$ cat src/rtl/jt9346_dump_pkg.sv
// rtl/jt9346_dump_pkg.sv - shared types and helpers for the jt9346 dump-port bridge
package jt9346_dump_pkg;

    typedef enum logic [2:0] {
        ST_IDLE,
        ST_COLLECT,
        ST_RMW_RD,
        ST_RMW_MERGE,
        ST_WR,
        ST_RD,
        ST_RD_WAIT
    } state_t;

    function automatic bit dw_legal(input int dw);
        return (dw == 8) || (dw == 16) || (dw == 32);
    endfunction

    // Bit offset of byte lane 'lane' inside a word of 'nl' lanes.
    function automatic int lane_off(input int lane, input int nl, input bit bigend);
        return (bigend ? (nl - 1 - lane) : lane) * 8;
    endfunction

endpackage

$ cat src/rtl/jt9346_dump_lanes.sv
// rtl/jt9346_dump_lanes.sv - combinational byte insert, masked merge and lane select
//
// word/byte_in/ins_lane -> ins_word : word with byte_in placed into ins_lane
// word/old_word/mask    -> rmw_word : masked lanes from word, the rest from old_word
// sel_word/sel_lane     -> sel_byte : byte of sel_word in sel_lane
module jt9346_dump_lanes
    import jt9346_dump_pkg::*;
#(
    parameter int DW     = 16,
    parameter int LW     = 1,
    parameter bit BIGEND = 1'b0
) (
    input  logic [DW-1:0]   word,
    input  logic [7:0]      byte_in,
    input  logic [LW-1:0]   ins_lane,
    input  logic [DW/8-1:0] mask,
    input  logic [DW-1:0]   old_word,
    input  logic [DW-1:0]   sel_word,
    input  logic [LW-1:0]   sel_lane,
    output logic [DW-1:0]   ins_word,
    output logic [DW-1:0]   rmw_word,
    output logic [7:0]      sel_byte
);

    localparam int NL = DW / 8;

    always_comb begin
        ins_word = word;
        rmw_word = old_word;
        sel_byte = 8'h00;
        for (int i = 0; i < NL; i++) begin
            if (ins_lane == LW'(i)) begin
                ins_word[lane_off(i, NL, BIGEND) +: 8] = byte_in;
            end
            if (mask[i]) begin
                rmw_word[lane_off(i, NL, BIGEND) +: 8] = word[lane_off(i, NL, BIGEND) +: 8];
            end
            if (sel_lane == LW'(i)) begin
                sel_byte = sel_word[lane_off(i, NL, BIGEND) +: 8];
            end
        end
    end

endmodule

$ cat src/rtl/jt9346_dump_bridge.sv
// rtl/jt9346_dump_bridge.sv - byte-wide host dump bus to word-wide jt9346 dump port
//
// Host side : dump_addr/dump_we/dump_rd/dump_din -> dump_dout/dump_ok, busy, lost/lost_clr, flush
// Memory    : mem_req/mem_we/mem_addr/mem_din -> mem_gnt/mem_dout, mem_chg invalidates read buffer
module jt9346_dump_bridge
    import jt9346_dump_pkg::*;
#(
    parameter int AW      = 6,
    parameter int DW      = 16,
    parameter int BL      = $clog2(DW / 8),
    parameter int BIGEND  = 0,
    parameter int PARTIAL = 1
) (
    input  logic             clk,
    input  logic             rst_n,
    input  logic [AW+BL-1:0] dump_addr,
    input  logic             dump_we,
    input  logic             dump_rd,
    input  logic [7:0]       dump_din,
    output logic [7:0]       dump_dout,
    output logic             dump_ok,
    output logic             busy,
    output logic             lost,
    input  logic             lost_clr,
    input  logic             flush,
    output logic             mem_req,
    output logic             mem_we,
    output logic [AW-1:0]    mem_addr,
    output logic [DW-1:0]    mem_din,
    input  logic [DW-1:0]    mem_dout,
    input  logic             mem_gnt,
    input  logic             mem_chg
);

    localparam int NL = DW / 8;
    localparam int LW = (BL > 0) ? BL : 1;
    localparam logic [NL-1:0] FULL = '1;

    if (!dw_legal(DW)) begin : g_bad_dw
        $error("jt9346_dump_bridge: DW must be 8, 16 or 32");
    end

    logic [AW-1:0] req_word;
    logic [LW-1:0] req_lane;

    assign req_word = dump_addr[AW+BL-1:BL];
    if (BL == 0) begin : g_lane0
        assign req_lane = '0;
    end else begin : g_lane
        assign req_lane = dump_addr[BL-1:0];
    end

    state_t        state, state_nx;
    logic [AW-1:0] word_q, word_nx;
    logic [DW-1:0] data_q, data_nx;
    logic [NL-1:0] mask_q, mask_nx;
    logic          hold_v, hold_v_nx, hold_rd, hold_rd_nx;
    logic [AW-1:0] hold_word, hold_word_nx;
    logic [LW-1:0] hold_lane, hold_lane_nx;
    logic [7:0]    hold_din, hold_din_nx;
    logic          buf_v, buf_v_nx;
    logic [AW-1:0] buf_tag, buf_tag_nx;
    logic [DW-1:0] buf_data, buf_data_nx;
    logic [LW-1:0] rd_lane, rd_lane_nx;
    logic [7:0]    dout_nx;
    logic          ok_nx, lost_nx, req_nx, we_nx;
    logic [AW-1:0] addr_nx;
    logic [DW-1:0] din_nx;

    // The only strobe source while in WR is the hold register.
    logic          use_hold;
    logic [AW-1:0] src_word;
    logic [LW-1:0] src_lane;
    logic [7:0]    src_din;
    logic [NL-1:0] lane_bit;
    logic [DW-1:0] ins_word, rmw_word, sel_word;
    logic [LW-1:0] sel_lane;
    logic [7:0]    sel_byte;
    logic          acc, do_start, do_read, wr_inv, hit;

    assign use_hold = (state == ST_WR);
    assign src_word = use_hold ? hold_word : req_word;
    assign src_lane = use_hold ? hold_lane : req_lane;
    assign src_din  = use_hold ? hold_din  : dump_din;
    assign lane_bit = NL'(1) << src_lane;
    assign sel_word = (state == ST_RD_WAIT) ? mem_dout : buf_data;
    assign sel_lane = (state == ST_RD_WAIT) ? rd_lane  : src_lane;
    assign acc      = mem_req & mem_gnt;
    assign busy     = (state != ST_IDLE) && (state != ST_COLLECT);

    jt9346_dump_lanes #(
        .DW     (DW),
        .LW     (LW),
        .BIGEND (BIGEND != 0)
    ) u_lanes (
        .word     (data_q),
        .byte_in  (src_din),
        .ins_lane (src_lane),
        .mask     (mask_q),
        .old_word (mem_dout),
        .sel_word (sel_word),
        .sel_lane (sel_lane),
        .ins_word (ins_word),
        .rmw_word (rmw_word),
        .sel_byte (sel_byte)
    );

    always_comb begin
        state_nx     = state;
        word_nx      = word_q;
        data_nx      = data_q;
        mask_nx      = mask_q;
        hold_v_nx    = hold_v;
        hold_rd_nx   = hold_rd;
        hold_word_nx = hold_word;
        hold_lane_nx = hold_lane;
        hold_din_nx  = hold_din;
        buf_v_nx     = buf_v;
        buf_tag_nx   = buf_tag;
        buf_data_nx  = buf_data;
        rd_lane_nx   = rd_lane;
        dout_nx      = dump_dout;
        ok_nx        = 1'b0;
        req_nx       = acc ? 1'b0 : mem_req;
        we_nx        = mem_we;
        addr_nx      = mem_addr;
        din_nx       = mem_din;
        do_start     = 1'b0;
        do_read      = 1'b0;
        wr_inv       = 1'b0;
        hit          = 1'b0;

        // A write strobe always wins; a simultaneous read is only reported as lost.
        lost_nx = lost_clr ? 1'b0
                : (lost | ((dump_we | dump_rd) & busy) | (dump_we & dump_rd));

        case (state)
            ST_IDLE: begin
                if (dump_we) begin
                    do_start = 1'b1;
                end else if (dump_rd) begin
                    do_read = 1'b1;
                end
            end
            ST_COLLECT: begin
                if (dump_we && (req_word == word_q)) begin
                    data_nx = ins_word;
                    mask_nx = mask_q | lane_bit;
                    if ((mask_q | lane_bit) == FULL) begin
                        req_nx   = 1'b1;
                        we_nx    = 1'b1;
                        addr_nx  = word_q;
                        din_nx   = ins_word;
                        state_nx = ST_WR;
                    end
                end else if (dump_we || dump_rd || flush) begin
                    if (PARTIAL != 0) begin
                        // Park the interrupting strobe and complete the old word first.
                        hold_v_nx    = dump_we | dump_rd;
                        hold_rd_nx   = ~dump_we;
                        hold_word_nx = req_word;
                        hold_lane_nx = req_lane;
                        hold_din_nx  = dump_din;
                        req_nx       = 1'b1;
                        we_nx        = 1'b0;
                        addr_nx      = word_q;
                        state_nx     = ST_RMW_RD;
                    end else begin
                        mask_nx  = '0;
                        state_nx = ST_IDLE;
                        do_start = dump_we;
                        do_read  = dump_rd & ~dump_we;
                    end
                end
            end
            ST_RMW_RD: begin
                if (acc) state_nx = ST_RMW_MERGE;
            end
            ST_RMW_MERGE: begin
                data_nx  = rmw_word;
                req_nx   = 1'b1;
                we_nx    = 1'b1;
                addr_nx  = word_q;
                din_nx   = rmw_word;
                state_nx = ST_WR;
            end
            ST_WR: begin
                if (acc) begin
                    mask_nx  = '0;
                    wr_inv   = (buf_tag == mem_addr);
                    state_nx = ST_IDLE;
                    if (hold_v) begin
                        hold_v_nx = 1'b0;
                        do_start  = ~hold_rd;
                        do_read   = hold_rd;
                    end
                end
            end
            ST_RD: begin
                if (acc) state_nx = ST_RD_WAIT;
            end
            ST_RD_WAIT: begin
                buf_data_nx = mem_dout;
                buf_tag_nx  = mem_addr;
                buf_v_nx    = 1'b1;
                dout_nx     = sel_byte;
                ok_nx       = 1'b1;
                state_nx    = ST_IDLE;
            end
            default: state_nx = ST_IDLE;
        endcase

        if (do_start) begin
            word_nx = src_word;
            data_nx = ins_word;
            mask_nx = lane_bit;
            if (lane_bit == FULL) begin
                req_nx   = 1'b1;
                we_nx    = 1'b1;
                addr_nx  = src_word;
                din_nx   = ins_word;
                state_nx = ST_WR;
            end else begin
                state_nx = ST_COLLECT;
            end
        end

        if (do_read) begin
            // A commit to the buffered word in this very cycle makes the buffer stale.
            hit = buf_v && (buf_tag == src_word) && !wr_inv;
            if (hit) begin
                dout_nx  = sel_byte;
                ok_nx    = 1'b1;
                state_nx = ST_IDLE;
            end else begin
                rd_lane_nx = src_lane;
                req_nx     = 1'b1;
                we_nx      = 1'b0;
                addr_nx    = src_word;
                state_nx   = ST_RD;
            end
        end

        // mem_chg does not cancel a same-cycle hit; it only affects later lookups.
        if (wr_inv || mem_chg) buf_v_nx = 1'b0;
    end

    always_ff @(posedge clk or negedge rst_n) begin
        if (!rst_n) begin
            state     <= ST_IDLE;
            word_q    <= '0;
            data_q    <= '0;
            mask_q    <= '0;
            hold_v    <= 1'b0;
            hold_rd   <= 1'b0;
            hold_word <= '0;
            hold_lane <= '0;
            hold_din  <= '0;
            buf_v     <= 1'b0;
            buf_tag   <= '0;
            buf_data  <= '0;
            rd_lane   <= '0;
            dump_dout <= '0;
            dump_ok   <= 1'b0;
            lost      <= 1'b0;
            mem_req   <= 1'b0;
            mem_we    <= 1'b0;
            mem_addr  <= '0;
            mem_din   <= '0;
        end else begin
            state     <= state_nx;
            word_q    <= word_nx;
            data_q    <= data_nx;
            mask_q    <= mask_nx;
            hold_v    <= hold_v_nx;
            hold_rd   <= hold_rd_nx;
            hold_word <= hold_word_nx;
            hold_lane <= hold_lane_nx;
            hold_din  <= hold_din_nx;
            buf_v     <= buf_v_nx;
            buf_tag   <= buf_tag_nx;
            buf_data  <= buf_data_nx;
            rd_lane   <= rd_lane_nx;
            dump_dout <= dout_nx;
            dump_ok   <= ok_nx;
            lost      <= lost_nx;
            mem_req   <= req_nx;
            mem_we    <= we_nx;
            mem_addr  <= addr_nx;
            mem_din   <= din_nx;
        end
    end

endmodule

$ cat config.mk
export PLATFORM = sky130hd
export DESIGN_NAME = jt9346_dump_bridge
export DESIGN_NICKNAME = d
export VERILOG_FILES = /design/src/rtl/jt9346_dump_pkg.sv /design/src/rtl/jt9346_dump_lanes.sv /design/src/rtl/jt9346_dump_bridge.sv
export SDC_FILE = /design/constraint.sdc
export NUM_CORES = 1
export LEC_CHECK = 0
export ABC_AREA = 1
export CAP_MARGIN = 20
export CORE_UTILIZATION = 60
export CTS_CLUSTER_DIAMETER = 150
export DETAILED_ROUTE_END_ITERATION = 16
export GPL_TIMING_DRIVEN = 0
export HOLD_SLACK_MARGIN = 0.02
export PLACE_DENSITY = 0.94
export SYNTH_ARGS = -nofsm -noshare
export SYNTH_HDL_FRONTEND = slang
export SYNTH_SLANG_ARGS = --single-unit
$ cat constraint.sdc
create_clock -name clk -period 3 [get_ports clk]
set_clock_uncertainty 0.15 [all_clocks]
set_input_delay 0.45 -clock clk [delete_from_list [all_inputs] [get_ports clk]]
set_output_delay 0.45 -clock clk [all_outputs]
set_load 0.01 [all_outputs]
==> results.sh <==
export IMPL_die_area_um2=10200
export IMPL_met3_usage=0.0728
export IMPL_crit_path_cell_trace="clkdlybuf4s50_1 -> inv_1 -> nand2_1 -> nand2_1 -> inv_1 -> nand3_1 -> nor2_2 -> nor2_4 -> nand2_1 -> clkbuf_1 -> nand2_1 -> o21ai_0"
export IMPL_criticalPathCategory="input port to flip-flop"
export IMPL_io_pins=74
export IMPL_place_area_um2=6780
export IMPL_grt_max_degree=74
export IMPL_cts_setup_buffers=0
export IMPL_worst_slew_pin_slew_ns=0.640
export IMPL_drtIter0Drc=810
export IMPL_hold_viol_final=0
export IMPL_internal_power_mw=4.04
export IMPL_clk_latency_ns=0.38
export IMPL_synth_most_common_cell="nand2_1"
export IMPL_min_period_ns=2.56
export IMPL_die_w_um=101
export IMPL_crit_top_cell="nand2_1"
export IMPL_ctsHoldBuffers=1
export IMPL_cpPeakStageDelay_ns=0.54
export IMPL_postRouteAntennaNets=0
export IMPL_min_path_type="flip-flop to flip-flop"
export IMPL_relSlewSlack=0.573
export IMPL_vias=6029
export IMPL_globalRouteOverflowTotal=0
export IMPL_layout_area_overhead_vs_synth_pct=19.9
export IMPL_postSynthNetCount=852
export IMPL_netlist_instances=813
export IMPL_synth_cell_area_um2=5870
export IMPL_fill_cells=702
export IMPL_wl_um=16900
export IMPL_cp_top_family="buffers and inverters"
export IMPL_finalSetupViolations=0
export IMPL_synth_top_cell_by_area="dfrtp_1"
export IMPL_synth_avg_cell_area_um2=7.22
export IMPL_htree_num_levels=3
export IMPL_ys_types=37
export IMPL_place_port_buffers=73
export IMPL_ys_seq_elements=102
export IMPL_cts_buffers=9
export IMPL_rows=35
export IMPL_critPathSlowestCell="clkdlybuf4s50_1"
export IMPL_die_h_um=101
export IMPL_outcome="finished, final reports clean"
export IMPL_synth_edf_count=0
export IMPL_cp_end_kind="flip-flop"
export IMPL_fmax_mhz=391
export IMPL_ctsResizeCount=0
export IMPL_grt_pass1_wl_um=27500
export IMPL_synth_top_area_frac=0.435
export IMPL_critPathLaunchType="input port"
export IMPL_antenna_found_initial=0
export IMPL_clockBufferDepth=2
export IMPL_p_seq_frac=0.339
export IMPL_finalNetCount=938
export IMPL_combPwrFrac=0.522
export IMPL_yosysWarnings=0
export IMPL_place_hpwl_um=12100
export IMPL_pwr_share_clk=0.139
export IMPL_switching_power_mw=3.41
export IMPL_wire_per_inst_um=16.4
export IMPL_grt_util_met1=0.517
export IMPL_viasPerCell=5.84
export IMPL_drive_gt1_frac=0.0863
export IMPL_cts_root_buf="clkbuf_8"
export IMPL_arrival_ns=2.70
export IMPL_antennaDiodeCount=0
export IMPL_grt_setup_unrepaired="no"
export IMPL_ys_flop_type="dfrtp_1"
export IMPL_async_flop_share=1.00
export IMPL_multi_input_area_um2=2780
export IMPL_maxCapViolations=0
export IMPL_power_share_switching=0.458
export IMPL_ff_latch_area_um2=2550
export IMPL_grt_pass1_vias=5583
export IMPL_met2_usage=0.527
export IMPL_power_per_cell_area_nw_per_um2=1060
export IMPL_synth_area_top_cells="dfrtp_1 44%, nand2_1 17%, o21ai_0 8.4%"
export IMPL_firstDrtPassIters=7
export IMPL_ir_worst_vdd_v=0.000702
export IMPL_drc_errors=0
export IMPL_gp_congestion=0.952
export IMPL_cts_tree="built"
export IMPL_core_area_um2=9370
export IMPL_path_buf_inv=4
export IMPL_synth_common_cells="260 x nand2_1, 102 x dfrtp_1, 99 x o21ai_0, 85 x inv_1, 62 x nand3_1"
export IMPL_ys_seq_area_frac=0.435
export IMPL_final_area_um2=7030
export IMPL_initial_core_util=0.626
export IMPL_grt_busiest_layer="met2"
export IMPL_clk_pin_slew_ns=0.10
export IMPL_cp_max_fo=10
export IMPL_cp_required_ns=3.15
export IMPL_layout_worst_path_cycle_share=0.852
export IMPL_report_final_slew_viol_count=0
export IMPL_cts_num_sinks=102
export IMPL_track_usage=0.353
export IMPL_leakage_nw=3.44
export IMPL_hold_slack_ns=0.348
## power groups by stage
stage	Sequential (mW)	Clock, mW	Combinational, mW
floorplan	2.49	0	2.45
global placement	2.50	0	3.64
detailed placement	2.51	0	3.78
CTS	2.50	1.03	3.80
global route	2.60	1.08	4.27
finish	2.53	1.03	3.89
## metrics by stage
step / worst slack, ns / util / power [mW] / setup TNS, ns / instances
floorplan: 1.03 / - / 4.95 / 0 / 813
global placement: -2.49 / 0.721 / 6.14 / -253.24 / 1015
detailed placement: 0.138 / 0.724 / 6.29 / 0 / 1016
CTS: 0.557 / 0.750 / 7.34 / 0 / 1033
global route: 0.277 / 0.750 / 7.96 / 0 / 1033
finish: 0.443 / 0.750 / 7.44 / 0 / 1033
## placed cells by master, fill, tap and decap left out, types with 4 or more instances in the layout
cell,count
buf_4,6
nand3_1,62
or2_2,10
nor2_1,50
or2_1,6
dfrtp_1,102
nand2_4,4
nand2_1,260
inv_2,6
a31oi_1,19
clkdlybuf4s50_1,72
clkbuf_8,9
o21a_1,8
inv_1,85
o21ai_0,99
o211ai_1,16
clkbuf_1,21
a21oi_1,10
o22ai_1,6
buf_2,9
nand2_2,7
## worst reg2reg max path, cell delays in order, from the launching register on
cell and delay [ns]:
dfrtp_1 0.39, buf_6 0.15, nor2_8 0.19, nand3b_2 0.15, nand2_2 0.13, buf_4 0.19
nand2_1 0.08, nand2_2 0.19, nand2_2 0.11, inv_2 0.11, buf_4 0.19, nand2_1 0.09
o211ai_1 0.11, nand3_1 0.10
## per-layer routing
layer  share of wire  wire (um)
met2            0.44       7500
met1            0.42       7070
met3            0.12       2000
met4           0.021        363
met5               0          0
## final timing paths
check                                           end               startpoint  cells after the start  slack, ns
setup reg to reg                          flip-flop     state[1]$_DFFE_PN0P_                     13       0.56
setup / recovery           hold_word[5]$_DFFE_PN0P_             dump_addr[1]                     12       0.44
hold / removal              hold_din[4]$_DFFE_PN0P_  hold_din[4]$_DFFE_PN0P_                      2       0.35
hold reg to reg             hold_din[4]$_DFFE_PN0P_  hold_din[4]$_DFFE_PN0P_                      2       0.35
max in group asynchronous   hold_din[6]$_DFFE_PN0P_                    rst_n                      3       1.64
min in group asynchronous    buf_tag[4]$_DFFE_PN0P_                    rst_n                      2       0.38
## cells by family after synthesis
kind of cell,count (synthesis),share of synthesized area
AO/OA/AOI/OAI,167,0.165
buffers and inverters,129,0.0906
flip-flops,102,0.435
AND/OR/NAND/NOR,415,0.309
## final cells by class
cell class | instances | area share
clock buffer | 9 | 0.0176
inverter | 92 | 0.0495
clock inverter | 7 | 0.0162
timing repair buffer | 75 | 0.109
multi-input combinational | 582 | 0.396
buffer | 37 | 0.0262
tap | 129 | 0.0230
sequential | 102 | 0.363
No activity file was read; power rests on OpenSTA's default activity.
